[src/rtl/stream_fifo_if.sv]
// stream_fifo_if: valid/ready producer and consumer handshakes of one FIFO
interface stream_fifo_if #(
  parameter int NBITS = 16
);
  logic             in_val;
  logic             in_rdy;
  logic [NBITS-1:0] in_data;
  logic             out_val;
  logic             out_rdy;
  logic [NBITS-1:0] out_data;
  modport master (output in_val, in_data, out_rdy, input in_rdy, out_val, out_data);
  modport slave  (input in_val, in_data, out_rdy, output in_rdy, out_val, out_data);
endinterface

[src/rtl/stream_fifo.sv]
// stream_fifo: first-word-fall-through FIFO with count, threshold flags, flush and peak monitor
module stream_fifo #(
  parameter int DEPTH     = 8,
  parameter int NBITS     = 16,
  parameter int AF_LEVEL  = DEPTH - 1,
  parameter int AE_LEVEL  = 1,
  parameter int CNT_WIDTH = $clog2(DEPTH) + 1
) (
  input  logic                 clk,
  input  logic                 rst,
  input  logic                 flush,
  stream_fifo_if.slave         s,
  output logic [CNT_WIDTH-1:0] count,
  output logic [CNT_WIDTH-1:0] peak,
  output logic                 almost_full,
  output logic                 almost_empty
);
  localparam int AW = CNT_WIDTH - 1;
  logic [NBITS-1:0]     mem [DEPTH];
  logic [CNT_WIDTH-1:0] w_ptr, r_ptr, nxt_cnt;
  logic                 full, empty, push, pop;
  assign full         = (w_ptr[AW-1:0] == r_ptr[AW-1:0]) && (w_ptr[AW] != r_ptr[AW]);
  assign empty        = w_ptr == r_ptr;
  assign s.in_rdy     = rst & ~full;
  assign s.out_val    = ~empty;
  assign s.out_data   = empty ? '0 : mem[r_ptr[AW-1:0]];
  assign push         = s.in_val & s.in_rdy;
  assign pop          = s.out_val & s.out_rdy;
  assign count        = w_ptr - r_ptr;
  assign almost_full  = count >= CNT_WIDTH'(AF_LEVEL);
  assign almost_empty = count <= CNT_WIDTH'(AE_LEVEL);
  // occupancy after this edge, feeding the peak monitor
  always_comb begin
    nxt_cnt = count + CNT_WIDTH'(push) - CNT_WIDTH'(pop);
  end
  // storage write; a word offered during flush is dropped
  always_ff @(posedge clk) begin
    if (push && !flush) mem[w_ptr[AW-1:0]] <= s.in_data;
  end
  // pointers and peak; reset and flush both empty the FIFO
  always_ff @(posedge clk) begin
    if (!rst || flush) begin
      w_ptr <= '0;
      r_ptr <= '0;
      peak  <= '0;
    end else begin
      w_ptr <= w_ptr + CNT_WIDTH'(push);
      r_ptr <= r_ptr + CNT_WIDTH'(pop);
      peak  <= nxt_cnt > peak ? nxt_cnt : peak;
    end
  end
endmodule

[src/flat_wrapper.sv]
// flat-port wrapper written by rule: the top's interface ports become plain ports
module stream_fifo_flat 
#(
  parameter int DEPTH     = 8,
  parameter int NBITS     = 16,
  parameter int AF_LEVEL  = DEPTH - 1,
  parameter int AE_LEVEL  = 1,
  parameter int CNT_WIDTH = $clog2(DEPTH) + 1
)
  (clk, rst, flush, count, peak, almost_full, almost_empty, s_in_val, s_in_data, s_out_rdy, s_in_rdy, s_out_val, s_out_data);
  stream_fifo_if #(.NBITS(NBITS)) s_i ();
  input  logic clk;
  input  logic rst;
  input  logic flush;
  output logic [CNT_WIDTH-1:0] count;
  output logic [CNT_WIDTH-1:0] peak;
  output logic almost_full;
  output logic almost_empty;
  input wire logic [$bits(s_i.in_val)-1:0] s_in_val;
  input wire logic [$bits(s_i.in_data)-1:0] s_in_data;
  input wire logic [$bits(s_i.out_rdy)-1:0] s_out_rdy;
  output wire logic [$bits(s_i.in_rdy)-1:0] s_in_rdy;
  output wire logic [$bits(s_i.out_val)-1:0] s_out_val;
  output wire logic [$bits(s_i.out_data)-1:0] s_out_data;
  assign s_i.in_val = s_in_val;
  assign s_i.in_data = s_in_data;
  assign s_i.out_rdy = s_out_rdy;
  assign s_in_rdy = s_i.in_rdy;
  assign s_out_val = s_i.out_val;
  assign s_out_data = s_i.out_data;
  stream_fifo #(.DEPTH(DEPTH), .NBITS(NBITS), .AF_LEVEL(AF_LEVEL), .AE_LEVEL(AE_LEVEL), .CNT_WIDTH(CNT_WIDTH)) u_core (.clk(clk), .rst(rst), .flush(flush), .s(s_i), .count(count), .peak(peak), .almost_full(almost_full), .almost_empty(almost_empty));
endmodule
[config.mk]
export PLATFORM = sky130hd
export DESIGN_NAME = stream_fifo_flat
export DESIGN_NICKNAME = d
export VERILOG_FILES = /design/src/rtl/stream_fifo_if.sv /design/src/rtl/stream_fifo.sv /design/src/flat_wrapper.sv
export SDC_FILE = /design/constraint.sdc
export NUM_CORES = 1
export LEC_CHECK = 0
export BUFFER_PORTS_ARGS = -buffer_cell sky130_fd_sc_hd__buf_2
export CAP_MARGIN = 30
export CORE_MARGIN = 2
export CORE_UTILIZATION = 55
export DETAILED_ROUTE_END_ITERATION = 8
export GPL_TIMING_DRIVEN = 0
export PLACE_DENSITY = 0.83
export SLEW_MARGIN = 20
export SYNTH_ARGS = -nofsm -noshare
export SYNTH_HDL_FRONTEND = slang
export SYNTH_SLANG_ARGS = --single-unit
[constraint.sdc]
create_clock -name clk -period 10.9 [get_ports clk]
set_input_delay 2.18 -clock clk [delete_from_list [all_inputs] [get_ports clk]]
set_output_delay 2.18 -clock clk [all_outputs]
set_load 0.01 [all_outputs]
==> results of run 1 <==
==> metrics by stage <==
stage                     hold slack, ns  utilization, %
after detailed placement          0.4956           62.45
after floorplan                   0.4942               -
after CTS                         0.5053           68.04
final                             0.5032           68.04
after global placement            0.4763           60.51
after global routing              0.5326           68.04
==> worst max-delay path: stages, from the launching register on <==
cell      delay, ns
dfxtp_1        0.31
buf_2          0.25
clkinv_1       0.34
buf_2          0.32
ha_1           0.36
nand3_1        0.17
nor2_2         0.44
clkbuf_1       0.56
a21oi_1        0.14
buf_2          0.18
==> cell type report <==
type	count	share of cell area, %
sequential	140	58.14
multi-input combinational	168	23.51
clock buffer	18	5.949
timing repair buffer	67	5.629
tap	136	2.423
clock inverter	14	2.262
buffer	14	1.283
inverter	15	0.8016
==> sequential cells by signal (all words and copies together), names as in the netlist <==
signal,flops
u_core.peak,4
u_core.w_ptr,4
u_core.mem,128
u_core.r_ptr,4
==> cells in the mapped netlist, drive strengths merged, types with 4 or more instances <==
master  instances
a21oi          20
mux4           32
nand3           7
edfxtp        128
inv            14
dfxtp          12
xor2            4
xnor2           5
and2            6
ha             15
o21ai           7
clkbuf          4
buf            10
nor2            5
nor4            4
nor3            5
nand2          35
==> layout by cell type (no fill, tap or decap), types with 3 or more instances in the layout <==
master,instances
buf_2,61
nor4_2,4
mux4_2,28
edfxtp_1,128
nand2_1,35
clkbuf_16,16
buf_6,12
xor2_1,4
nor3_2,4
dfxtp_1,12
xnor2_1,5
inv_6,4
and2_1,6
a21oi_1,20
clkbuf_1,5
inv_1,14
nor2_1,4
ha_1,15
buf_4,4
clkinv_4,4
nor2b_1,3
nand3_1,7
o21ai_0,7
mux4_1,4
==> layer usage <==
layer	up-vias	GRT usage (%)	routed length, um
met1	1720	30.24	4794
met5	-	0	0
met4	0	10.85	402
li1	1489	-	-
met3	36	6.505	1045
met2	205	39.99	6624
==> power groups by stage <==
stage / Clock [mW] / Combinational [mW] / Sequential, mW
2_1_floorplan: 0 / 0.0380 / 0.604
3_3_place_gp: 0 / 0.0590 / 0.603
3_5_place_dp: 0 / 0.0633 / 0.603
4_1_cts: 0.561 / 0.0642 / 0.592
5_1_grt: 0.582 / 0.0723 / 0.592
6_report: 0.556 / 0.0643 / 0.592
==> cells by family (layout without fill, tap and decap cells) <==
group	after synthesis	count (layout)	synth area share [%]
buffers and inverters	29	128	2.508
XOR/XNOR	9	9	1.350
AND/OR/NAND/NOR	74	74	6.088
multiplexers	32	32	12.60
adder cells (fa/ha/maj)	17	17	3.901
AO/OA/AOI/OAI	36	36	3.580
flip-flops	140	140	69.97
==> path summary, 6_finish.rpt <==
| path | from | to | slack [ns] |
|---|---|---|---|
| setup / recovery | u_core.r_ptr[2] | s_out_data[5] | 5.11 |
| hold / removal | u_core.peak[2] | u_core.peak[2] | 0.50 |
| setup reg to reg | u_core.r_ptr[2] | u_core.peak[3] | 6.23 |
| hold reg to reg | u_core.peak[2] | u_core.peak[2] | 0.50 |
==> metrics.yaml, run 1 <==
die_height_um: 107.0
fin_cells: 572
path_max_fanout: 10
maxSlewViolCount: 0
start_util_pct: 56.54
power_frac_clock_pct: 45.9
insertion_delay_ns: 0.52
ys_seq_area_share_pct: 69.97
power_frac_seq_pct: 48.8
cts.sink_count: 140
chipWidth_um: 107.0
fillCellCount: 640
drv_cap: 0
cts_tree: "done"
finalPower_mw: 1.212
nets: 461
r2r_cells: 18
synth.ff_latch_count: 140
fin_ws_ns: 5.112
ys.flop_type: "edfxtp_1"
outcome: "completed"
p_sw_mw: 0.2666
p_per_area_nw_per_um2: 172.5
hp-class: "reg -> reg"
drcViolationCount: 0
rows: 37
final.setup.tns_ns: 0
period_needed_ns: 5.788
dpl.hpwl_mm: 8.237
drive_gt1_share_pct: 33.26
synth_nets: 375
cts_root_buf: "clkbuf_8"
core_um2: 10320
worstSetupPathType: "reg -> out"
yosys_warnings: 0
synth_area_leader_cell: "edfxtp_1"
finClkSkew_ns: 0.009352
ys_types: 35
setup_viol: 0
synth_area_leaders: "edfxtp_1 (66%), mux4_2 (11%), dfxtp_1 (4.1%)"
antennaDiodeCount: 0
whs_path_depth: 2
required_ns: 8.72
dpl.cell_count: 540
ctsHoldBuffers: 0
cp-start-kind: "register"
postSynth.asyncResetShare_pct: 0
grt_antenna_before_repair: 0
area_growth_pct: 20.34
ir_worst_vdd_mv: 0.1370
finalHoldViolCount: 0
grt_use_total_pct: 24.23
globalplace.congestion: 0.7612
die-area_um2: 11450
max_freq_ghz: 0.1728
end_kind: "output pin"
slew_headroom_pct: 40.87
multiInputGateArea_um2: 1652
grt_pass1_wl_mm: 19.76
drt_pass1_iterations: 5
portBuffers: 48
clk_pin_slew_ns: 0.07
syn_area_um2: 5837
clockBufferDepth: 2
vias: 3450
synth_top_area_share_pct: 65.85
placed_area_um2: 6447
wire_per_inst_um: 22.49
antenna_left: 0
avgSynthCellArea_um2: 17.32
intPower_mw: 0.9453
worstMarginPinSlew_ns: 0.8797
io_pins: 49
grt_max_degree: 17
synth_edf_count: 128
synthCells: 337
grt_pass1_vias: 3663
regArea_um2: 4084
fin_area_um2: 7024
dr.first_iter.drc_count: 401
combPwrFrac_pct: 5.3
drt-total-wl_mm: 12.87
fin_crit_sh_pct: 53.10
cts_setup_buffers: 0
pre_cts_slack_ns: 5.720
cts-resized-gates: 0
worstPathArrival_ns: 3.61
rsz0062_at_grt: "false"
drt-vias-per-instance: 6.031
overflow: 0
htreeDepth: 4
p_sw_share_pct: 22.00
cts_made_buffers: 17
power.leakage_nw: 2.539
Power figures use the tool's default switching activity.
==> inputs of run 2 (changes only) <==
ABC_AREA = 1   (was default)
clock period = 5.8 ns   (was 10.9 ns; I/O delays follow)
==> metrics.yaml, run 2 <==
cts_tree: "done"  # unchanged
cts.sink_count: 140  # unchanged
fin_cells: 752  # was 572
start_util_pct: 55.79  # was 56.54%
worstMarginPinSlew_ns: 0.6171  # was 0.8797 ns
crit_family: "buffers and inverters"  # unchanged
synth_area_leader_cell: "edfxtp_1"  # unchanged
area_growth_pct: 19.43  # was 20.34%
path_max_fanout: 10  # unchanged
end_kind: "output pin"  # unchanged
cts-resized-gates: 0  # unchanged
fillCellCount: 745  # was 640
worstPathArrival_ns: 3.00  # was 3.61 ns
chipWidth_um: 108.4  # was 107.0 um
postSynth.asyncResetShare_pct: 0  # unchanged
die_height_um: 108.4  # was 107.0 um
dpl.hpwl_mm: 9.988  # was 8.237 mm
ys_seq_area_share_pct: 68.13  # was 69.97%
rows: 38  # was 37
rsz0062_at_grt: "false"  # unchanged
max_freq_ghz: 0.2403
largest_reg_flops: 128  # unchanged
fin_area_um2: 7159  # was 7024 um2
die-area_um2: 11750  # was 11450 um2
ir_worst_vdd_mv: 0.2379  # was 0.1370 mV
drt-total-wl_mm: 15.17  # was 12.87 mm
finalHoldViolCount: 0  # unchanged
outcome: "completed"  # unchanged
drcViolationCount: 0  # unchanged
hold_ws_ns: 0.4928  # was 0.5032 ns
overflow: 0  # unchanged
vias: 4449  # was 3450
htreeDepth: 4  # unchanged
p_per_area_nw_per_um2: 325.5  # was 172.5 nW/um2
synth.ff_latch_count: 140  # unchanged
cp_slowest_cell: "ha_1"  # was clkbuf_1
ctsHoldBuffers: 0  # unchanged
synth_area_leaders: "edfxtp_1 (64%), nor2_1 (8.0%), o21ai_0 (5.3%)"  # was edfxtp_1 (66%), mux4_2 (11%), dfxtp_1 (4.1%)
ys.flop_type: "edfxtp_1"  # unchanged
globalplace.congestion: 0.7911  # was 0.7612
drt_pass1_iterations: 5  # unchanged
avgSynthCellArea_um2: 11.62  # was 17.32 um2
cpPeakStageDelay_ns: 0.36  # was 0.56 ns
p_sw_share_pct: 22.04  # was 22.00%
final.setup.tns_ns: 0  # unchanged
power_frac_seq_pct: 48.3  # was 48.8%
mostFrequentLayoutCells: "edfxtp_1 (128), nor2_1 (127), o21ai_0 (64)"  # was edfxtp_1 (128), buf_2 (61), nand2_1 (35)
placed_area_um2: 6593  # was 6447 um2
io_pins: 49  # unchanged
yosysMostFrequentCell: "edfxtp_1"  # unchanged
wire_per_inst_um: 20.17  # was 22.49 um
finClkSkew_ns: 0.005853  # was 0.009352 ns
cts_setup_buffers: 0  # unchanged
layout_commonest_cell: "edfxtp_1"  # unchanged
power_frac_clock_pct: 43.8  # was 45.9%
drt-vias-per-instance: 5.916  # was 6.031
combPwrFrac_pct: 7.9  # was 5.3%
nets: 637  # was 461
synth_nets: 554  # was 375
maxSlewViolCount: 0  # unchanged
dr.first_iter.drc_count: 597  # was 401
finalPower_mw: 2.330  # was 1.212 mW
worstSetupPathType: "reg -> out"  # unchanged
syn_area_um2: 5994  # was 5837 um2
synth_top_area_share_pct: 64.12  # was 65.85%
required_ns: 4.64  # was 8.72 ns
portBuffers: 48  # unchanged
clk_pin_slew_ns: 0.06  # was 0.07 ns
yosys-top-cells-count: "edfxtp_1 (128), nor2_1 (127), o21ai_0 (64)"  # was edfxtp_1 (128), nand2_1 (35), mux4_2 (28)
dpl.cell_count: 720  # was 540
cts_root_buf: "clkbuf_8"  # unchanged
hp-class: "reg -> reg"  # unchanged
insertion_delay_ns: 0.53  # was 0.52 ns
ys_types: 25  # was 35
grt_antenna_before_repair: 0  # unchanged
path_buf_inv: 4  # was 5
grt_pass1_vias: 4546  # was 3663
drv_cap: 0  # unchanged
antennaDiodeCount: 0  # unchanged
cp_common_cell: "buf_2"  # unchanged
intPower_mw: 1.817  # was 0.9453 mW
fin_crit_sh_pct: 71.76
synthCells: 516  # was 337
yosys_warnings: 0  # unchanged
drive_gt1_share_pct: 20.42  # was 33.26%
slew_headroom_pct: 58.63  # was 40.87%
p_sw_mw: 0.5136  # was 0.2666 mW
core_um2: 10750  # was 10320 um2
grt_pass1_wl_mm: 23.50  # was 19.76 mm
power.leakage_nw: 2.735  # was 2.539 nW
antenna_left: 0  # unchanged
grt_max_degree: 17  # unchanged
cp_cell_sequence: "buf_2, inv_1, buf_2, ha_1, nand2_1, o21ai_0, xor2_1, ha_1, nand3_1, nand2_1, buf_2"  # was buf_2, clkinv_1, buf_2, ha_1, nand3_1, nor2_2, clkbuf_1, a21oi_1, buf_2
grt_use_total_pct: 27.48  # was 24.23%
cts_made_buffers: 17  # unchanged
cp-start-kind: "register"  # unchanged
clockBufferDepth: 2  # unchanged
setup_viol: 0  # unchanged
synth_edf_count: 128  # unchanged
period_needed_ns: 4.162
-- run 2: changes by cell type after synthesis, sizes merged, moves of 13 or more --
cell	delta
nor2	+122
nand2	-13
o22ai	+16
inv	+18
mux4	-32
o21ai	+93
-- run 2: cell type report --
type                    instances  area (um2)  share of cell area [%]
clock inverters                 7       62.56                  0.8738
inverters                      32       120.1                   1.678
multi-input cells             319        1643                   22.95
flip-flops and latches        140        4084                   57.04
plain buffers                  25       187.7                   2.621
repair buffers                 64       382.9                   5.348
clock buffers                  25       504.2                   7.043
well taps                     140       175.2                   2.447
-- run 2: kinds of logic (layout without fill, tap and decap cells) --
kind of cell,after synthesis,in the layout,synth area share [%]
compound gates,127,127,10.98
buf+inv,57,153,5.135
flops,140,140,68.13
xor+xnor,6,6,0.8768
simple gates,169,169,11.08
fa+ha+maj,17,17,3.799
-- run 2: power by group through the flow --
stage	registers, mW	clock network (mW)	logic [mW]
finish	1.12	1.02	0.185
global route	1.12	1.07	0.211
CTS	1.12	1.02	0.184
detailed placement	1.15	0	0.183
global placement	1.14	0	0.171
floorplan	1.15	0	0.117
-- run 2: tightest hold or removal path, stage by stage (launching register included) --
cell	delay, ns
dfxtp_1	0.31
inv_1	0.08
a21oi_1	0.06
-- run 2: per-stage QoR --
stage / util [%] / worst slack (ns)
3_3_place_gp: 59.65 / 1.310
5_1_grt: 66.63 / 1.305
2_1_floorplan: - / 2.391
4_1_cts: 66.63 / 1.621
6_report: 66.63 / 1.638
3_5_place_dp: 61.35 / 1.728
-- run 2: worst paths after layout --
path	from	end	cells past startpoint	slack [ns]
max	u_core.r_ptr[2]	almost_full	11	1.64
min reg2reg	u_core.w_ptr[3]	u_core.w_ptr[3]	2	0.49
max reg2reg	u_core.r_ptr[2]	u_core.peak[3]	21	1.68
min	u_core.w_ptr[3]	u_core.w_ptr[3]	2	0.49
-- run 2: layer usage --
metal	vias up	GRT usage, %	wire (um)	part of all wire (%)
met4	0	13.28	405	2.7
met5	-	0	0	0
li1	1992	-	-	-
met1	2145	34.78	5736	38
met2	265	44.87	7499	49
met3	47	6.329	1528	10
==> inputs of run 3 (changes only) <==
clock period = 4 ns   (was 5.8 ns; I/O delays follow)
==> metrics.yaml, run 3 (same netlist as run 2, synthesis figures left out) <==
outcome: "completed"  # unchanged
rows: 38  # unchanged
cts_root_buf: "clkbuf_8"  # unchanged
cts_tree: "done"  # unchanged
grt_pass1_wl_mm: 23.50  # unchanged
cts_made_buffers: 17  # unchanged
dpl.cell_count: 720  # unchanged
maxSlewViolCount: 0  # unchanged
vias: 4476  # was 4449
grt_use_met1_pct: 34.78  # unchanged
setup_viol: 0  # unchanged
insertion_delay_ns: 0.53  # about the same
clk_pin_slew_ns: 0.06  # about the same
dpl.hpwl_mm: 9.988  # unchanged
cp-start-kind: "register"  # unchanged
clockBufferDepth: 2  # unchanged
core_um2: 10750  # unchanged
cp_common_cell: "nand2_1"  # was buf_2
whs_path_depth: 2  # unchanged
dr.first_iter.drc_count: 603  # was 597
drive_gt1_share_pct: 21.34  # was 20.42%
layout_commonest_cell: "edfxtp_1"  # unchanged
chipWidth_um: 108.4  # unchanged
htreeDepth: 4  # unchanged
portBuffers: 48  # unchanged
grt_pass1_vias: 4546  # unchanged
io_pins: 49  # unchanged
finalHoldViolCount: 0  # unchanged
max_freq_ghz: 0.2627
drcViolationCount: 0  # unchanged
pre_cts_slack_ns: -0.07165  # was 1.728 ns
die_height_um: 108.4  # unchanged
antenna_left: 0  # unchanged
antennaDiodeCount: 0  # unchanged
drt-total-wl_mm: 15.18  # was 15.17 mm
grt_max_degree: 17  # unchanged
fin_ws_ns: 0.1933  # was 1.638 ns
fin_crit_sh_pct: 95.17
required_ns: 4.42  # was 4.64 ns
globalplace.congestion: 0.7911  # unchanged
r2r_cells: 20  # was 21
largest_reg_flops: 128  # unchanged
fillCellCount: 741  # was 745
fin_cells: 754  # was 752
grt_antenna_before_repair: 0  # unchanged
area_growth_pct: 20.25  # was 19.43%
path_max_fanout: 11  # was 10
die-area_um2: 11750  # unchanged
mostFrequentLayoutCells: "edfxtp_1 (128), nor2_1 (127), o21ai_0 (64)"  # unchanged
cpPeakStageDelay_ns: 0.47  # was 0.36 ns
worstMarginPinSlew_ns: 0.6246  # was 0.6171 ns
power.leakage_nw: 2.752  # was 2.735 nW
end_kind: "register"  # was output pin
worstPathArrival_ns: 4.23  # was 3.00 ns
start_util_pct: 55.79  # unchanged
hold_ws_ns: 0.4930  # was 0.4928 ns
cp_slowest_cell: "dfxtp_1"  # was ha_1
cp_cell_sequence: "inv_2, clkbuf_4, ha_1, nand2_1, nor2_1, nand2_1, buf_6, nand3_1, o21ai_0, ha_1, inv_1, fa_1, inv_1, ha_1, a21oi_1, o21ai_4, nand2_1, nand2_1, nand2_1, nor2_1"  # was buf_2, inv_1, buf_2, ha_1, nand2_1, o21ai_0, xor2_1, ha_1, nand3_1, nand2_1, buf_2
drt-vias-per-instance: 5.936  # was 5.916
p_per_area_nw_per_um2: 470.9  # was 325.5 nW/um2
finClkSkew_ns: 0.005719  # was 0.005853 ns
ctsHoldBuffers: 0  # unchanged
fin_util_pct: 67.08  # was 66.63%
slew_headroom_pct: 58.13  # was 58.63%
nets: 639  # was 637
period_needed_ns: 3.807
drt_pass1_iterations: 8  # was 5
ir_worst_vdd_mv: 0.3450  # was 0.2379 mV
grtUsageMet2_pct: 44.87  # unchanged
hp-class: "reg -> reg"  # unchanged
grt.busiest_layer: "met2"  # unchanged
grt_use_total_pct: 27.48  # unchanged
drv_cap: 0  # unchanged
worstSetupPathType: "reg -> reg"  # was reg -> out
wire_per_inst_um: 20.13  # was 20.17 um
overflow: 0  # unchanged
cts.sink_count: 140  # unchanged
grt_util_met3_pct: 6.329  # unchanged
-- run 3: what timing repair did --
action	4_1_cts	5_1_grt
resized for setup	2	8
pin swaps	0	2
buffers inserted	0	2
endpoints found under the setup margin	4	4
hold endpoints to repair	0	0
-- run 3: layout make-up --
| class | count | area [um2] | area share [%] |
|---|---|---|---|
| tap | 140 | 175.2 | 2.430 |
| clock inverter | 7 | 62.56 | 0.8679 |
| clock buffer | 25 | 504.2 | 6.995 |
| multi-input combinational | 319 | 1662 | 23.05 |
| buffer | 25 | 198.9 | 2.760 |
| sequential | 140 | 4084 | 56.66 |
| inverter | 32 | 123.9 | 1.718 |
| timing repair buffer | 66 | 397.9 | 5.520 |
-- run 3: worst max-delay path, delay by kind of cell, from the launching register on --
| family | cells | cell delay, ns |
|---|---|---|
| AOI/OAI and AO/OA | 3 | 0.47 |
| and+or+nand+nor | 8 | 0.80 |
| DFF | 1 | 0.47 |
| adders and majority gates | 4 | 1.23 |
| buffers and inverters | 5 | 0.74 |
-- run 3: path summary, 6_finish.rpt --
kind,from,slack (ns),endpoint
worst min-delay path,u_core.w_ptr[3],0.49,u_core.w_ptr[3]
worst max register to register,u_core.r_ptr[1],0.19,u_core.peak[3]
worst min register to register,u_core.w_ptr[3],0.49,u_core.w_ptr[3]
worst max-delay path,u_core.r_ptr[1],0.19,u_core.peak[3]
-- run 3: layer usage --
| metal | vias to the layer above | wire [um] |
|---|---|---|
| met5 | - | 0 |
| met4 | 0 | 475 |
| met3 | 55 | 1528 |
| met2 | 281 | 7458 |
| met1 | 2150 | 5712 |
| li1 | 1990 | - |
-- run 3: power by group --
group / switching (mW) / internal, mW
combinational: 0.178 / 0.107
sequential: 0.0134 / 1.62
clock: 0.560 / 0.918
total: 0.752 / 2.64
-- run 3: through the flow --
stage / total power, mW / setup TNS (ns) / instance area (um2)
finish: 3.395 / 0 / 7208
global route: 3.499 / -0.03499 / 7208
CTS: 3.388 / 0 / 7166
detailed placement: 1.926 / -0.07165 / 6593
global placement: 1.906 / -47.23 / 6410
floorplan: 1.836 / 0 / 5995
